--- config.mk ---
export PLATFORM = sky130hd
export DESIGN_NAME = triangle_stream_generator
export DESIGN_NICKNAME = d
export VERILOG_FILES = /design/src/rtl/triangle_stream_generator.sv
export SDC_FILE = /design/constraint.sdc
export NUM_CORES = 1
export LEC_CHECK = 0
export CAP_MARGIN = 0
export CELL_PAD_IN_SITES_DETAIL_PLACEMENT = 1
export CELL_PAD_IN_SITES_GLOBAL_PLACEMENT = 2
export CORE_ASPECT_RATIO = 1.75
export CORE_UTILIZATION = 25
export CTS_CLUSTER_DIAMETER = 30
export DETAILED_ROUTE_END_ITERATION = 6
export PLACE_DENSITY = 0.7
export SYNTH_ARGS = -nofsm -noshare
export SYNTH_HDL_FRONTEND = slang
export SYNTH_SLANG_ARGS = --single-unit
--- constraint.sdc ---
create_clock -name SYS_aclk -period 7.3 [get_ports SYS_aclk]
set_input_delay 1.46 -clock SYS_aclk [delete_from_list [all_inputs] [get_ports SYS_aclk]]
set_output_delay 1.46 -clock SYS_aclk [all_outputs]
set_load 0.02 [all_outputs]
--- src/rtl/triangle_stream_generator.sv ---
// Signed triangle-wave AXI4-Stream source used as a synthetic fringe signal.
// Optional additive LFSR noise when TRIANGLE_NOISE_EN is defined.
module triangle_stream_generator #(
  parameter int AXIS_TDATA_WIDTH = 32,
  parameter int PERIOD_CNT_WIDTH = 16
) (
  input  logic                        SYS_aclk,
  input  logic                        SYS_reset,
  input  logic                        FC_enable,
  input  logic [AXIS_TDATA_WIDTH-1:0] FC_amplitude,
  input  logic [AXIS_TDATA_WIDTH-1:0] FC_step,
  input  logic [PERIOD_CNT_WIDTH-1:0] FC_period_count,
`ifdef TRIANGLE_NOISE_EN
  input  logic [15:0]                 FC_noise_mask,
`endif
  output logic                        M_AXIS_tvalid,
  input  logic                        M_AXIS_tready,
  output logic [AXIS_TDATA_WIDTH-1:0] M_AXIS_tdata,
  output logic                        M_AXIS_tlast,
  output logic                        STAT_busy,
  output logic                        STAT_error
);
  localparam int W = AXIS_TDATA_WIDTH;

  typedef enum logic [1:0] {IDLE, RUN_UP, RUN_DOWN} state_t;

  state_t                      state;
  logic                        en_d;
  logic signed [W-1:0]         a_lat, s_lat, cur;
  logic [PERIOD_CNT_WIDTH-1:0] cnt_lat, periods;
  logic signed [W:0]           a_ext, up_sum, dn_sum;
  logic signed [W-1:0]         up_val, dn_val;
  logic                        xfer, start, start_ok, up_hit, dn_hit, done, stop;

  assign xfer     = M_AXIS_tvalid & M_AXIS_tready;
  assign start    = FC_enable & ~en_d;
  assign start_ok = !FC_amplitude[W-1] && (|FC_amplitude) &&
                    !FC_step[W-1] && (|FC_step) &&
                    ($signed(FC_step) <= $signed(FC_amplitude));

  // One extra bit keeps cur +/- S from wrapping near the rails.
  assign a_ext  = {a_lat[W-1], a_lat};
  assign up_sum = {cur[W-1], cur} + {s_lat[W-1], s_lat};
  assign dn_sum = {cur[W-1], cur} - {s_lat[W-1], s_lat};
  assign up_hit = (up_sum >= a_ext);
  assign dn_hit = (dn_sum <= -a_ext);
  assign up_val = up_hit ? a_lat : up_sum[W-1:0];
  assign dn_val = dn_hit ? -a_lat : dn_sum[W-1:0];

  assign done = M_AXIS_tlast && (cnt_lat != '0) && (periods == cnt_lat);
  assign stop = (state != IDLE) && xfer && (!FC_enable || done);

  assign STAT_busy = (state != IDLE);

  always_ff @(posedge SYS_aclk) begin
    if (SYS_reset) begin
      state         <= IDLE;
      en_d          <= 1'b0;
      a_lat         <= '0;
      s_lat         <= '0;
      cur           <= '0;
      cnt_lat       <= '0;
      periods       <= '0;
      M_AXIS_tvalid <= 1'b0;
      M_AXIS_tlast  <= 1'b0;
      STAT_error    <= 1'b0;
    end else begin
      en_d <= FC_enable;
      case (state)
        IDLE: begin
          if (start) begin
            if (start_ok) begin
              a_lat         <= FC_amplitude;
              s_lat         <= FC_step;
              cnt_lat       <= FC_period_count;
              periods       <= '0;
              cur           <= -$signed(FC_amplitude);
              M_AXIS_tvalid <= 1'b1;
              M_AXIS_tlast  <= 1'b0;
              STAT_error    <= 1'b0;
              state         <= RUN_UP;
            end else begin
              STAT_error <= 1'b1;
            end
          end
        end
        default: begin
          if (stop) begin
            state         <= IDLE;
            M_AXIS_tvalid <= 1'b0;
            M_AXIS_tlast  <= 1'b0;
            cur           <= '0;
          end else if (xfer) begin
            if (state == RUN_UP) begin
              cur <= up_val;
              if (up_hit) state <= RUN_DOWN;
            end else if (M_AXIS_tlast) begin
              // -A of the finished period was just accepted; climb again.
              cur          <= up_val;
              M_AXIS_tlast <= 1'b0;
              state        <= RUN_UP;
            end else begin
              cur          <= dn_val;
              M_AXIS_tlast <= dn_hit;
              if (dn_hit) periods <= periods + 1'b1;
            end
          end
        end
      endcase
    end
  end

`ifdef TRIANGLE_NOISE_EN
  logic [15:0]         lfsr, lfsr_nx, nbits;
  logic signed [W-1:0] noise, nz;
  logic signed [W:0]   noisy;
  logic                load;

  assign lfsr_nx = !xfer ? lfsr : ({1'b0, lfsr[15:1]} ^ (lfsr[0] ? 16'hB400 : 16'h0000));
  assign nbits   = lfsr_nx & FC_noise_mask;
  assign nz      = {{(W-16){nbits[15]}}, nbits};
  assign load    = ((state == IDLE) && start && start_ok) || ((state != IDLE) && xfer && !stop);

  // Noise is registered with each new sample so a stalled beat stays stable.
  always_ff @(posedge SYS_aclk) begin
    if (SYS_reset) begin
      lfsr  <= 16'hACE1;
      noise <= '0;
    end else begin
      lfsr <= lfsr_nx;
      if (stop)      noise <= '0;
      else if (load) noise <= nz;
    end
  end

  assign noisy        = {cur[W-1], cur} + {noise[W-1], noise};
  assign M_AXIS_tdata = (noisy[W] != noisy[W-1]) ?
                        (noisy[W] ? {1'b1, {(W-1){1'b0}}} : {1'b0, {(W-1){1'b1}}}) :
                        noisy[W-1:0];
`else
  assign M_AXIS_tdata = cur;
`endif

endmodule
# Word-level counts from Yosys, hierarchy flattened
# Index checks and enable logic that the tools add are counted.
[word_totals]
ff_bits = 134
output_inout_bits = 36
[classes]
add_sub_neg = 6
n_lt_le_gt_ge = 3
eq_ne = 9
muxes = 37
bitwise = 3
n_reduce_logical = 29
[op_table]
columns = ["op", "count"]
rows = [
  ["$mux W32", 9],
  ["$mux W16", 8],
  ["$neg A32 Y32", 2],
  ["$reduce_or A32 Y1", 2],
  ["$add A32 B32 Y33", 1],
  ["$ge A33 B32 Y1", 1],
  ["$le A33 B33 Y1", 1],
  ["$neg A32 Y33", 1],
  ["$sub A32 B32 Y33", 1],
  ["$le A32 B32 Y1", 1],
  ["$add A16 B1 Y16 const B", 1],
  ["$eq A16 B16 Y1", 1],
  ["$mux W2", 8],
  ["$reduce_bool A16 Y1", 1],
  ["$mux W1", 12],
  ["$reduce_and A3 Y1", 3],
  ["$logic_and A1 B1 Y1", 8],
  ["$reduce_bool A2 Y1", 4],
  ["$reduce_and A7 Y1", 1],
  ["$ne A2 B1 Y1 const B", 3],
  ["$reduce_and A5 Y1", 1],
  ["$ne A2 B2 Y1 const B", 2],
  ["$ne A4 B3 Y1 const B", 1],
  ["$reduce_and A4 Y1", 1],
  ["10 further kinds", 13],
]

# Logic depth before layout (Yosys ltp)
[logic_depth]
depth_word = 8
mapped_depth = 25
ltp_nobuf = 24

# Worst setup path after synthesis
# No wires, ideal clock.
[synth_path]
kind = "register to register"
from = "register cur[0], in the netlist M_AXIS_tdata[0]"
to = "register periods[13]"
setup_time_ns = 0.114
arrival_ns = 5.288
slack_ns = 1.898
path_stages_with_launch = 24
n_path_buf = 0
path_cell_list = "dfxtp_1 inv_1 ha_1 inv_1 fa_1 a211oi_1 o21ai_0 o21ai_0 o21ai_0 a41oi_1 o21ai_1 a31oi_1 xnor2_1 ha_1 a21o_1 a211o_1 a2111oi_2 o211ai_1 a211oi_4 nor3b_4 o2111a_1 nand4_1 xor2_1 nor2_1"
[synth_between]
elab_chain_len = 4
[synth_lines]
columns = ["element", "line_no", "text"]
rows = [
  ["start: declaration", "29", "logic signed [W-1:0] a_lat, s_lat, cur;"],
  ["start signal: assignment", "77", "cur <= -$signed(FC_amplitude);"],
  ["start signal: assignment", "95", "cur <= up_val;"],
  ["start signal: assignment", "99", "cur <= up_val;"],
  ["$sub A32 B32 Y33", "44", "assign dn_sum = {cur[W-1], cur} - {s_lat[W-1], s_lat};"],
  ["$le A33 B33 Y1", "46", "assign dn_hit = (dn_sum <= -a_ext);"],
  ["$reduce_bool A2 Y1 (no line)", "--", ""],
  ["$reduce_and A7 Y1 (no line)", "--", ""],
  ["end signal: assignment", "105", "if (dn_hit) periods <= periods + 1'b1;"],
  ["end: declaration", "30", "logic [PERIOD_CNT_WIDTH-1:0] cnt_lat, periods;"],
]
# Every way passes these cells.
# A chain may end at the register's enable or synchronous reset.

# Worst setup path after layout
# Same ends and word-level chain as after synthesis.

==> results.cfg <==
[status]
status = complete, no violations

[drt]
drtPass1Iterations = 5
met1Wirelength_mm = 22.0
highest_layer = met4
routed_wl_mm = 60.4
dr_wl_met2_mm = 33.0
drt_iter0_markers = 538
viasPerCell = 5.25
wl_met3_mm = 1.77
wl_per_cell_um = 23.5
route.detailed.drc = 0
vias = 13500
ant_nets = 0

[floorplanning]
coreArea_um2 = 52400
dieArea_um2 = 53800
io_pins = 120
die_h_um = 306
dieWidth_um = 176
rows = 111
initial_core_util_pct = 25.2

[finish]
final_common_cell = nor2_1
synthToLayoutAreaGrowth_pct = 19.0
diodes = 0
drive_gt1_share_pct = 5.28
fin_nets = 2133
stdcell_count = 2573
final_cell_mix = nor2_1 (308), a21oi_1 (196), ha_1 (165)

[synth]
yosys.area_share.simple_pct = 22.4
synth_area_leaders = dfxtp_1 (20%), ha_1 (16%), nor2_1 (8.7%)
syn_inst = 1799
synth_cell_type_count = 91
syn_nets = 2050
synth-xor-area-share_pct = 9.47
synth-seq-cells = 134
ys_seq_area_share_pct = 20.3
synth_top_area_share_pct = 20.3
synth-adder-area-share_pct = 15.9
syn-cell-area_um2 = 13200
synth_compound_area_share_pct = 22.6
synth_top_family_by_area = compound AO/OA/AOI/OAI gates
synth_flop_cell = dfxtp_1
synth_edf_count = 0
ys_async_sr_fraction_pct = 0
yosys.area.top_type = dfxtp_1
avgSynthCellArea_um2 = 7.35
synthMuxAreaShare_pct = 2.16
ys_warn_count = 0

[critical_path]
rr_worst_depth = 24
cp-end-kind = register
reg2reg_to = periods[13]
timing.rr.start = M_AXIS_tdata[0]
required_ns = 7.62
cpLargestDelayFamily = compound AO/OA/AOI/OAI gates
startpoint = M_AXIS_tdata[0]
cp_cell_sequence = inv_1 -> ha_1 -> inv_1 -> fa_1 -> a211oi_1 -> o21ai_0 -> o21ai_0 -> buf_4 -> o21ai_0 -> a41oi_1 -> o21ai_1 -> a31oi_1 -> xnor2_1 -> ha_1 -> a21o_1 -> a211o_1 -> a2111oi_2 -> o211ai_1 -> a211oi_4 -> nor3b_4 -> o2111a_1 -> nand4_1 -> xor2_1 -> nor2_1
cp-start-kind = register
critPathSlowestCell = o21ai_0
crit_buf_inv = 3
reg2reg_slack_ns = 0.83
criticalPathCategory = reg2reg
slowest_delay_ns = 0.49
crit_arrival_ns = 6.80
path_common_cell = o21ai_0
crit_fanout = 5

[grt]
grt_pass1_wl_mm = 90.5
grt_start_max_net_pins = 148
gr-total-overflow = 0
grtUsageTotal_pct = 22.7
antenna_found_initial = 0
grt_pass1_vias = 14700

[hold_path]
hp-start = s_lat[31]
holdPathEnd = s_lat[31]
hold_path_class = reg2reg
holdPathStages = 2

[clock_tree]
clockBufferDepth = 2
cts_tree = built
cts_setup_buffers = 0
cts_resized = 0
cts_root_buf = clkbuf_16
h-tree-depth = 4
cts_buffers = 17
holdBufCountCts = 0
path_clk_slew_ns = 0.07
cts.sink_count = 134
clock_latency_ns = 0.47

[place]
dpl.hpwl_mm = 48.7
port_buffers = 119
gp_congestion = 0.911
dp.cells = 2541

[timing]
rsz0062_at_grt = no
tns_ns = 0
setup_viol = 0
period_needed_ns = 6.47
hold_violations = 0
clock_skew_ns = 0.0121
hold_slack_ns = 0.483
tightest_slew_ns = 0.934
fmax_ghz = 0.155
slew_viol_final = 0
max_slew_margin_pct = 37.7
timing.final.crit_share_pct = 88.7

[power_and_ir_drop]
powerDensity_nw_per_um2 = 230
vdd_ir_drop_max_mv = 0.210
p_leak_nw = 6.47

[flow_run]
drv_cap = 0
-- metrics by stage --
stage	total power, W	utilization, %	cell area, um^2	setup WS, ns
final	0.00362	30.1	15700	0.829
after global routing	0.00383	30.1	15700	0.284
after CTS	0.00365	30.1	15700	0.721
after detailed placement	0.00268	28.9	15100	0.783
after global placement	0.00265	28.9	15100	0.783
after floorplan	0.00200	-	13200	1.90
-- area by class of cell --
cell class,count,area (um^2)
Fill cell,6324,36600
Multi-Input combinational cell,1435,9620
Inverter,146,548
Timing Repair Buffer,148,1430
Tap cell,678,848
Clock inverter,15,179
Clock buffer,17,425
Sequential cell,134,2680
-- how the worst max path moves through the flow --
stage	cells past startpoint	slack, ns	end
floorplan	23	1.90	periods[13]
global placement	15	0.78	M_AXIS_tdata[0]
detailed placement	24	0.78	periods[13]
CTS	24	0.72	periods[13]
global route	24	0.28	periods[13]
finish	24	0.83	periods[13]
-- where the power goes --
part,internal (W),switching [W],total (W)
logic,0.000731,0.00117,0.00190
registers,0.000750,0.0000250,0.000775
clock network,0.000491,0.000452,0.000944
total,0.00197,0.00165,0.00362
-- per-layer routing --
metal	vias to the layer above	GRT usage (%)
met5	-	0
met4	0	14.2
met3	117	2.59
met2	296	44.0
met1	6608	22.4
li1	6497	-
-- kinds of logic (layout without fill, tap and decap cells) --
| group | count (synthesis) | after routing |
|---|---|---|
| simple gates | 633 | 633 |
| compound gates | 464 | 464 |
| mux | 28 | 28 |
| buf+inv | 230 | 326 |
| xor+xnor | 143 | 143 |
| flops | 134 | 134 |
| fa+ha+maj | 167 | 167 |
-- synthesized netlist by cell type, drive strengths merged, types with 5 or more instances --
master   number
nor2        310
a21oi       197
ha          165
inv         145
dfxtp       134
xnor2       107
nand2        81
o21ai        61
clkbuf       57
nor3         48
nand3        42
nand4        38
xor2         36
nor4         34
buf          27
a211oi       24
a21o         24
mux2i        24
o22ai        22
o21bai       19
nor2b        18
nand2b       17
o31ai        13
o211ai       12
o21a         11
and3         10
a31oi         8
o221ai        8
a2111oi       6
and2          6
nor3b         6
or2           6
or3           6
a311oi        5
o221a         5
-- worst register-to-register path: cells and delay by family (launching register included) --
| family | cells | cell delay [ns] |
|---|---|---|
| compound gates | 13 | 3.76 |
| simple gates | 3 | 0.57 |
| fa+ha+maj | 3 | 0.78 |
| flops | 1 | 0.35 |
| xor+xnor | 2 | 0.55 |
| buf+inv | 3 | 0.33 |
-- state kept, by name (all words and copies together), names as in the netlist --
name	count
M_AXIS_tvalid	1
en_d	1
a_lat	32
cnt_lat	16
s_lat	32
periods	16
M_AXIS_tdata	32
state	2
M_AXIS_tlast	1
STAT_error	1
No activity file was read; power rests on OpenSTA's default activity.
